==> src/rtl/udp_av_rx.sv <==
// udp_av_rx: GMII Ethernet/IPv4/UDP receive parser that unpacks video lines into
// pixel-pair words for the line FIFO and audio/aux records into bytes for the aux FIFO.
module udp_av_rx #(
  parameter logic [47:0] local_mac = {8'h00, 8'h23, 8'h45, 8'h67, 8'h89, 8'h02},
  parameter logic [15:0] udp_port = 16'h3039,
  parameter logic [10:0] line_pix = 11'd1200,
  parameter logic [5:0] aux_rec = 6'd34
) (
  input  logic        rx_clk,
  input  logic        sys_rst,
  input  logic        id,
  input  logic        rx_dv,
  input  logic        rx_er,
  input  logic [7:0]  rxd,
  input  logic        vid_full,
  output logic        vid_wr_en,
  output logic [16:0] vid_din,
  input  logic        aux_full,
  output logic        aux_wr_en,
  output logic [8:0]  aux_din,
  output logic [15:0] frm_ok,
  output logic [15:0] frm_drop,
  output logic        ovf
);
  typedef enum logic [3:0] {IDLE, PRE, HDR, PID, RESOL, PIX, AUXID, AUX, DONE, DROP} state_t;
  state_t state_q, state_d;
  logic dv_q, er_q;
  logic [7:0] d_q;
  logic [5:0] cnt_q, cnt_d, rec_q, rec_d, rec_nx, mac_off;
  logic [15:0] len_q, len_d, pcnt_q, pcnt_d, plen, ok_q, ok_d, drop_q, drop_d;
  logic [9:0] pix_q, pix_d;
  logic half_q, half_d, va_q, va_d, armed_q, armed_d, ovf_q, ovf_d;
  logic [7:0] b0_q, b0_d, mac_b;
  logic vwr_q, vwr_d, awr_q, awr_d;
  logic [16:0] vdin_q, vdin_d;
  logic [8:0] adin_q, adin_d;
  logic last, fin, wr_fail, hdr_bad;
  assign plen = len_q - 16'd8;
  assign last = pcnt_q + 16'd1 == plen;
  assign fin = half_q && pix_q == line_pix[10:1] - 10'd1;
  assign wr_fail = (vwr_q & vid_full) | (awr_q & aux_full);
  assign rec_nx = rec_q == aux_rec - 6'd1 ? 6'd0 : rec_q + 6'd1;
  assign mac_off = 6'd40 - {cnt_q[2:0], 3'b000};
  assign mac_b = cnt_q == 6'd5 ? local_mac[7:0] - {7'd0, id} : local_mac[mac_off +: 8];
  assign hdr_bad = (cnt_q < 6'd6 && d_q != mac_b) || (cnt_q == 6'd12 && d_q != 8'h08) ||
                   (cnt_q == 6'd13 && d_q != 8'h00) || (cnt_q == 6'd23 && d_q != 8'h11) ||
                   (cnt_q == 6'd36 && d_q != udp_port[15:8]) || (cnt_q == 6'd37 && d_q != udp_port[7:0]);
  assign vid_wr_en = vwr_q & ~vid_full;
  assign aux_wr_en = awr_q & ~aux_full;
  assign vid_din = vdin_q;
  assign aux_din = adin_q;
  assign frm_ok = ok_q;
  assign frm_drop = drop_q;
  assign ovf = ovf_q;
  always_comb begin
    state_d = state_q;
    cnt_d = cnt_q;
    len_d = len_q;
    pcnt_d = pcnt_q;
    pix_d = pix_q;
    half_d = half_q;
    b0_d = b0_q;
    rec_d = rec_q;
    va_d = va_q;
    armed_d = armed_q | ~dv_q;
    vwr_d = 1'b0;
    vdin_d = vdin_q;
    awr_d = 1'b0;
    adin_d = adin_q;
    ok_d = ok_q;
    drop_d = drop_q;
    ovf_d = ovf_q | wr_fail;
    case (state_q)
      IDLE: state_d = armed_q && dv_q && d_q == 8'h55 ? PRE : IDLE;
      PRE: begin
        cnt_d = '0;
        state_d = dv_q && d_q == 8'h55 ? PRE : dv_q && d_q == 8'hD5 ? HDR : IDLE;
      end
      DROP: begin
        drop_d = dv_q ? drop_q : drop_q + 16'd1;
        state_d = dv_q ? DROP : IDLE;
      end
      default: begin
        if (!dv_q) begin
          ok_d = state_q == DONE && !wr_fail ? ok_q + 16'd1 : ok_q;
          drop_d = state_q == DONE && !wr_fail ? drop_q : drop_q + 16'd1;
          state_d = IDLE;
        end else if (er_q || wr_fail) begin
          state_d = DROP;
        end else begin
          pcnt_d = state_q == HDR ? 16'd0 : pcnt_q + 16'd1;
          case (state_q)
            HDR: begin
              cnt_d = cnt_q + 6'd1;
              len_d = cnt_q == 6'd38 ? {d_q, len_q[7:0]} : cnt_q == 6'd39 ? {len_q[15:8], d_q} : len_q;
              state_d = hdr_bad ? DROP : cnt_q != 6'd41 ? HDR : plen == 16'd0 ? DROP : PID;
            end
            PID: begin
              va_d = d_q == 8'h02;
              half_d = 1'b0;
              pix_d = '0;
              rec_d = '0;
              state_d = d_q == 8'h00 || d_q == 8'h02 ? (last ? DROP : RESOL) :
                        d_q == 8'h01 ? (last ? DONE : AUXID) : DROP;
            end
            RESOL: begin
              half_d = ~half_q;
              b0_d = d_q;
              vwr_d = half_q;
              vdin_d = half_q ? {1'b1, b0_q, d_q} : vdin_q;
              state_d = last ? DROP : half_q ? PIX : RESOL;
            end
            PIX: begin
              half_d = ~half_q;
              b0_d = d_q;
              vwr_d = half_q;
              vdin_d = half_q ? {1'b0, b0_q, d_q} : vdin_q;
              pix_d = half_q ? pix_q + 10'd1 : pix_q;
              rec_d = '0;
              state_d = fin ? (va_q && !last ? AUXID : DONE) : last ? DROP : PIX;
            end
            AUXID, AUX: begin
              awr_d = 1'b1;
              adin_d = {rec_q == 6'd0, d_q};
              rec_d = rec_nx;
              state_d = last ? DONE : rec_nx < 6'd2 ? AUXID : AUX;
            end
            default: state_d = state_q;
          endcase
        end
      end
    endcase
  end
  always_ff @(posedge rx_clk) begin
    if (!sys_rst) begin
      state_q <= IDLE;
      dv_q <= 1'b0;
      er_q <= 1'b0;
      d_q <= '0;
      cnt_q <= '0;
      len_q <= '0;
      pcnt_q <= '0;
      pix_q <= '0;
      half_q <= 1'b0;
      b0_q <= '0;
      rec_q <= '0;
      va_q <= 1'b0;
      armed_q <= 1'b0;
      vwr_q <= 1'b0;
      vdin_q <= '0;
      awr_q <= 1'b0;
      adin_q <= '0;
      ok_q <= '0;
      drop_q <= '0;
      ovf_q <= 1'b0;
    end else begin
      state_q <= state_d;
      dv_q <= rx_dv;
      er_q <= rx_er;
      d_q <= rxd;
      cnt_q <= cnt_d;
      len_q <= len_d;
      pcnt_q <= pcnt_d;
      pix_q <= pix_d;
      half_q <= half_d;
      b0_q <= b0_d;
      rec_q <= rec_d;
      va_q <= va_d;
      armed_q <= armed_d;
      vwr_q <= vwr_d;
      vdin_q <= vdin_d;
      awr_q <= awr_d;
      adin_q <= adin_d;
      ok_q <= ok_d;
      drop_q <= drop_d;
      ovf_q <= ovf_d;
    end
  end
endmodule

==> config.mk <==
export PLATFORM = sky130hd
export DESIGN_NAME = udp_av_rx
export DESIGN_NICKNAME = d
export VERILOG_FILES = /design/src/rtl/udp_av_rx.sv
export SDC_FILE = /design/constraint.sdc
export NUM_CORES = 1
export LEC_CHECK = 0
export CELL_PAD_IN_SITES_DETAIL_PLACEMENT = 1
export CELL_PAD_IN_SITES_GLOBAL_PLACEMENT = 1
export CORE_UTILIZATION = 30
export DETAILED_ROUTE_END_ITERATION = 8
export PLACE_DENSITY_LB_ADDON = 0.1
export REMOVE_ABC_BUFFERS = 1
export SETUP_SLACK_MARGIN = 0.3
export SLEW_MARGIN = 10
export SYNTH_ARGS = -nofsm -noshare
export SYNTH_HDL_FRONTEND = slang
export SYNTH_SLANG_ARGS = --single-unit
==> constraint.sdc <==
create_clock -name rx_clk -period 8.98 [get_ports rx_clk]
set_clock_uncertainty 0.05 [all_clocks]
set_input_delay 1.796 -clock rx_clk [delete_from_list [all_inputs] [get_ports rx_clk]]
set_output_delay 1.796 -clock rx_clk [all_outputs]
set_load 0.02 [all_outputs]
==> results.txt <==
The total leakage power is about 3 nW. The later pin in the worst-skew pair is clocked with a latency of roughly 0.43 ns. The total global routing overflow is 0. The number of gates resized after CTS was 0. Of the total synthesized cell area, the portion taken by XOR and XNOR cells is about a tenth. The kind of end point of the critical path is a primary output. The number of buffers added for setup after CTS came out at 0. Power spread over the standard cell area amounts to between 150 and 200 nW/µm². The transition time at the pin with the least slew margin came out at between 1 and 1.5 ns. Hold repair after CTS inserted 0 buffers. The number of input and output port buffers inserted came out at 75. The repair_antennas step left the layout with diodes totalling 0.

The buffer cell driving the clock tree root is clkbuf_16. The clock passes through at most 2 buffers. The number of top-level pins is 76. In this run, flip-flops and latches consume 48.9% of the power. The cell that appears most often on the critical path is clkdlybuf4s50_1. The gate count after technology mapping came out at 859.

The number of placement rows came out at 56. The first-pass detailed-route iteration total came out at 4. Of all nets on the critical path, the largest fanout is 2. The number of H-tree levels came out at 4. The initial antenna violation count came out at 0. Net switching is between 20% and 30% of the power. The total clock sinks came out at 140. The time the final worst path needs with I/O delays and setup is approximately 4.8 ns. The number of placed instances, taps included, is 1204. The total number of yosys warnings is 0. Entering global routing, the biggest net connects 81 pins. The longest individual stage delay on the worst path is around 0.62 ns.

The critical path goes through clkdlybuf4s50_1, nor2b_1, clkdlybuf4s50_1. The share of async-settable or async-resettable flops after synthesis is 0%. The detailed-placement wirelength estimate came out at about 15000 µm. The worst-case IR drop observed on VDD is around 86 µV. The sequential-to-total area share from yosys stat is a little under 40%. The net count reported at finish came out at slightly above 900. The tool flagged a number of max-cap violations equal to 0. The average wire per standard cell came out at roughly 18 µm. The via count of the routed design is between 6000 and 7000. Wires add up to 21900 µm.

The initial core utilization is a little under a third. The run finished with clean final reports. The fraction of power consumed by combinational cells is under 10%.

The remaining number of nets flagged by the antenna check after routing came out at 0. The synthesized netlist devotes ~13% of its cell area to compound gates. The worst setup path is launched from a primary input.

The die boundary height is between 150 and 200 µm. The clock power share came out at 48.8%. The wire length of the first global-routing pass came out at 35300 µm. Adding up every negative setup slack in the final design gives 0 ns. The type of the tightest min-delay check is flip-flop to flip-flop. The final RePlAce weighted congestion is between 0.7 and 0.8. After detailed routing, the number of vias per cell comes to between 5 and 6. Measured on the finished design, the core utilization comes to 36.9%. STA puts the critical path data required time at approximately 7.1 ns. The count of final max-slew check failures is 0. Timing would allow up to ~0.21 GHz. The multiplexer area fraction after synthesis is about 3.4%.

Setup repair after global routing left no endpoint under its margin. The number of hold violations in the final report was 0. Global routing consumed, over all layers together, about a fifth of the routing resources. Yosys mapped a number of flops with a built-in enable equal to 0.

The overall die width is 156 µm. TritonCTS built the clock tree. The floorplan die area is between 20000 and 25000 µm².

Setup violations remaining at the end of the flow were counted as 0. The final cell count without fillers came out at 1235. The number of distinct library cells after synthesis came out at 70. The fraction of final layout cells sized beyond drive strength 1 came out at 5.68%. The post-synthesis to final-layout area growth came out at 20.7%. The internal power contribution came out at between 0.0009 and 0.001 W. The final worst-path cycle share came out at between 50% and 60%. The share of synthesized cell area in full adder, half adder and majority cells is 2.62%. The net load switching power is approximately 0.00030 W.

The violation count after the first detailed-routing iteration is 251. The detailed-route DRC error count is 0. The post-synthesis cell area came out at between 7000 and 8000 µm².

Synthesis inferred 140 register bits. The worst relative slew slack came out at between 20% and 30%. By area, the combinational part of the netlist is dominated by simple AND/OR/NAND/NOR gates. The total CTS buffers is 17. The post-CTS clock slew at the launch and capture registers of the worst setup and hold paths came out at 0.06 ns. The post-synthesis share of cell area spent on and, or, nand and nor gates is around 28%. The number of global-route vias before repair was approximately 6600. The placeable core region came out at between 20000 and 25000 µm². The slowest stage of the critical path is the clkdlybuf4s50_1 cell. The worst endpoint data arrival time is just under 3 ns.

The per-instance average area after synthesis came out at between 8 and 9 µm². The critical path is of the primary input to primary output type. In the synthesized netlist the dominant register cell turns out to be dfxtp_1.
-- synthesized netlist by cell type, types with 5 or more instances --
cell | n | area, µm²
a21oi_1 | 60 | 300
a22o_1 | 21 | 184
a31oi_1 | 6 | 37.5
and2_1 | 17 | 106
and3_1 | 18 | 113
buf_2 | 5 | 25.0
clkbuf_1 | 43 | 161
dfxtp_1 | 140 | 2800
ha_1 | 15 | 188
inv_1 | 22 | 82.6
mux2i_1 | 23 | 230
nand2_1 | 85 | 319
nand2b_1 | 6 | 37.5
nand3_1 | 33 | 165
nand3b_1 | 6 | 45.0
nand4_1 | 16 | 100
nor2_1 | 98 | 368
nor2b_1 | 8 | 50.1
nor3_1 | 28 | 140
nor4_1 | 7 | 43.8
o21ai_0 | 31 | 155
or3_1 | 20 | 125
xnor2_1 | 44 | 385
xor2_1 | 27 | 236
-- kinds of logic after synthesis --
kind of cell    after synthesis
xor+xnor                     73
simple gates                379
mux                          24
flops                       140
fa+ha+maj                    15
compound gates              152
buf+inv                      76
-- metrics by stage --
step | setup slack (ns) | cell area, µm² | hold WS [ns] | power (W)
final | 4.16 | 8640 | 0.400 | 0.00130
after global routing | 4.09 | 8640 | 0.424 | 0.00135
after CTS | 4.16 | 8640 | 0.400 | 0.00132
after detailed placement | 3.96 | 8120 | 0.391 | 0.000679
after global placement | 4.18 | 8120 | 0.392 | 0.000678
after floorplan | 4.72 | 6940 | 0.380 | 0.000657
-- layer usage --
metal  up-vias  share of wire, %  global-route usage (%)
met2       130                47                    31.1
li1       3096                 -                       -
met3        30               4.6                    3.77
met5         -                 0                       0
met4         0               2.0                    6.91
met1      3094                47                    24.1
-- layout make-up --
class | count | area (µm²)
Sequential cell | 140 | 2800
Clock buffer | 23 | 468
Timing Repair Buffer | 80 | 788
Fill cell | 2785 | 14800
Multi-Input combinational cell | 643 | 4060
Clock inverter | 8 | 45.0
Tap cell | 319 | 399
Inverter | 22 | 82.6
-- sequential cells by signal, summed over array words and instances (netlist names), 4 cells and up --
register	flops
pcnt_q	16
d_q	8
cnt_q	6
frm_ok	16
b0_q	8
rec_q	6
pix_q	10
aux_din	9
frm_drop	16
len_q	16
vid_din	17
state_q	4
-- power by group through the flow --
stage	Clock, W	Sequential (W)	Combinational [W]
2_1_floorplan	0	0.000642	0.0000146
3_3_place_gp	0	0.000649	0.0000287
3_5_place_dp	0	0.000649	0.0000296
4_1_cts	0.000653	0.000636	0.0000297
5_1_grt	0.000680	0.000636	0.0000323
6_report	0.000634	0.000635	0.0000291
-- worst paths after layout --
kind                                  start           to  slack, ns  cells after the start
worst max-delay path               vid_full    vid_wr_en       4.16                      3
worst min-delay path            vid_din[16]  vid_din[16]       0.40                      2
worst max register to register     len_q[3]   state_q[0]       5.47                     10
worst min register to register  vid_din[16]  vid_din[16]       0.40                      2
-- worst max-delay path: cells and delay by family --
kind / cells / cell delay [ns]
and+or+nand+nor: 1 / 0.13
buffers and inverters: 2 / 1.04
-- layout by cell type (no fill, tap or decap), types with 3 or more instances in the layout --
cell type / count
dfxtp_1: 140
o21ai_0: 31
nand2b_1: 6
nor3b_1: 3
mux2i_1: 23
a31oi_1: 6
xor2_1: 27
and2_1: 17
a21oi_1: 59
inv_1: 21
or2_2: 3
xnor2_1: 44
o31ai_1: 4
and4_1: 3
nand4_1: 16
or4b_2: 3
clkinv_2: 6
clkbuf_1: 4
and4b_1: 3
nand2_1: 85
ha_1: 15
nand3b_1: 6
or3_1: 20
a211oi_1: 4
nor3_1: 28
nand3_1: 33
nor2b_1: 8
and3_1: 18
clkbuf_16: 17
a22o_1: 21
nor2_1: 98
buf_4: 5
o22ai_1: 3
clkdlybuf4s50_1: 75
nor4_1: 7
Power figures use the tool's default switching activity.
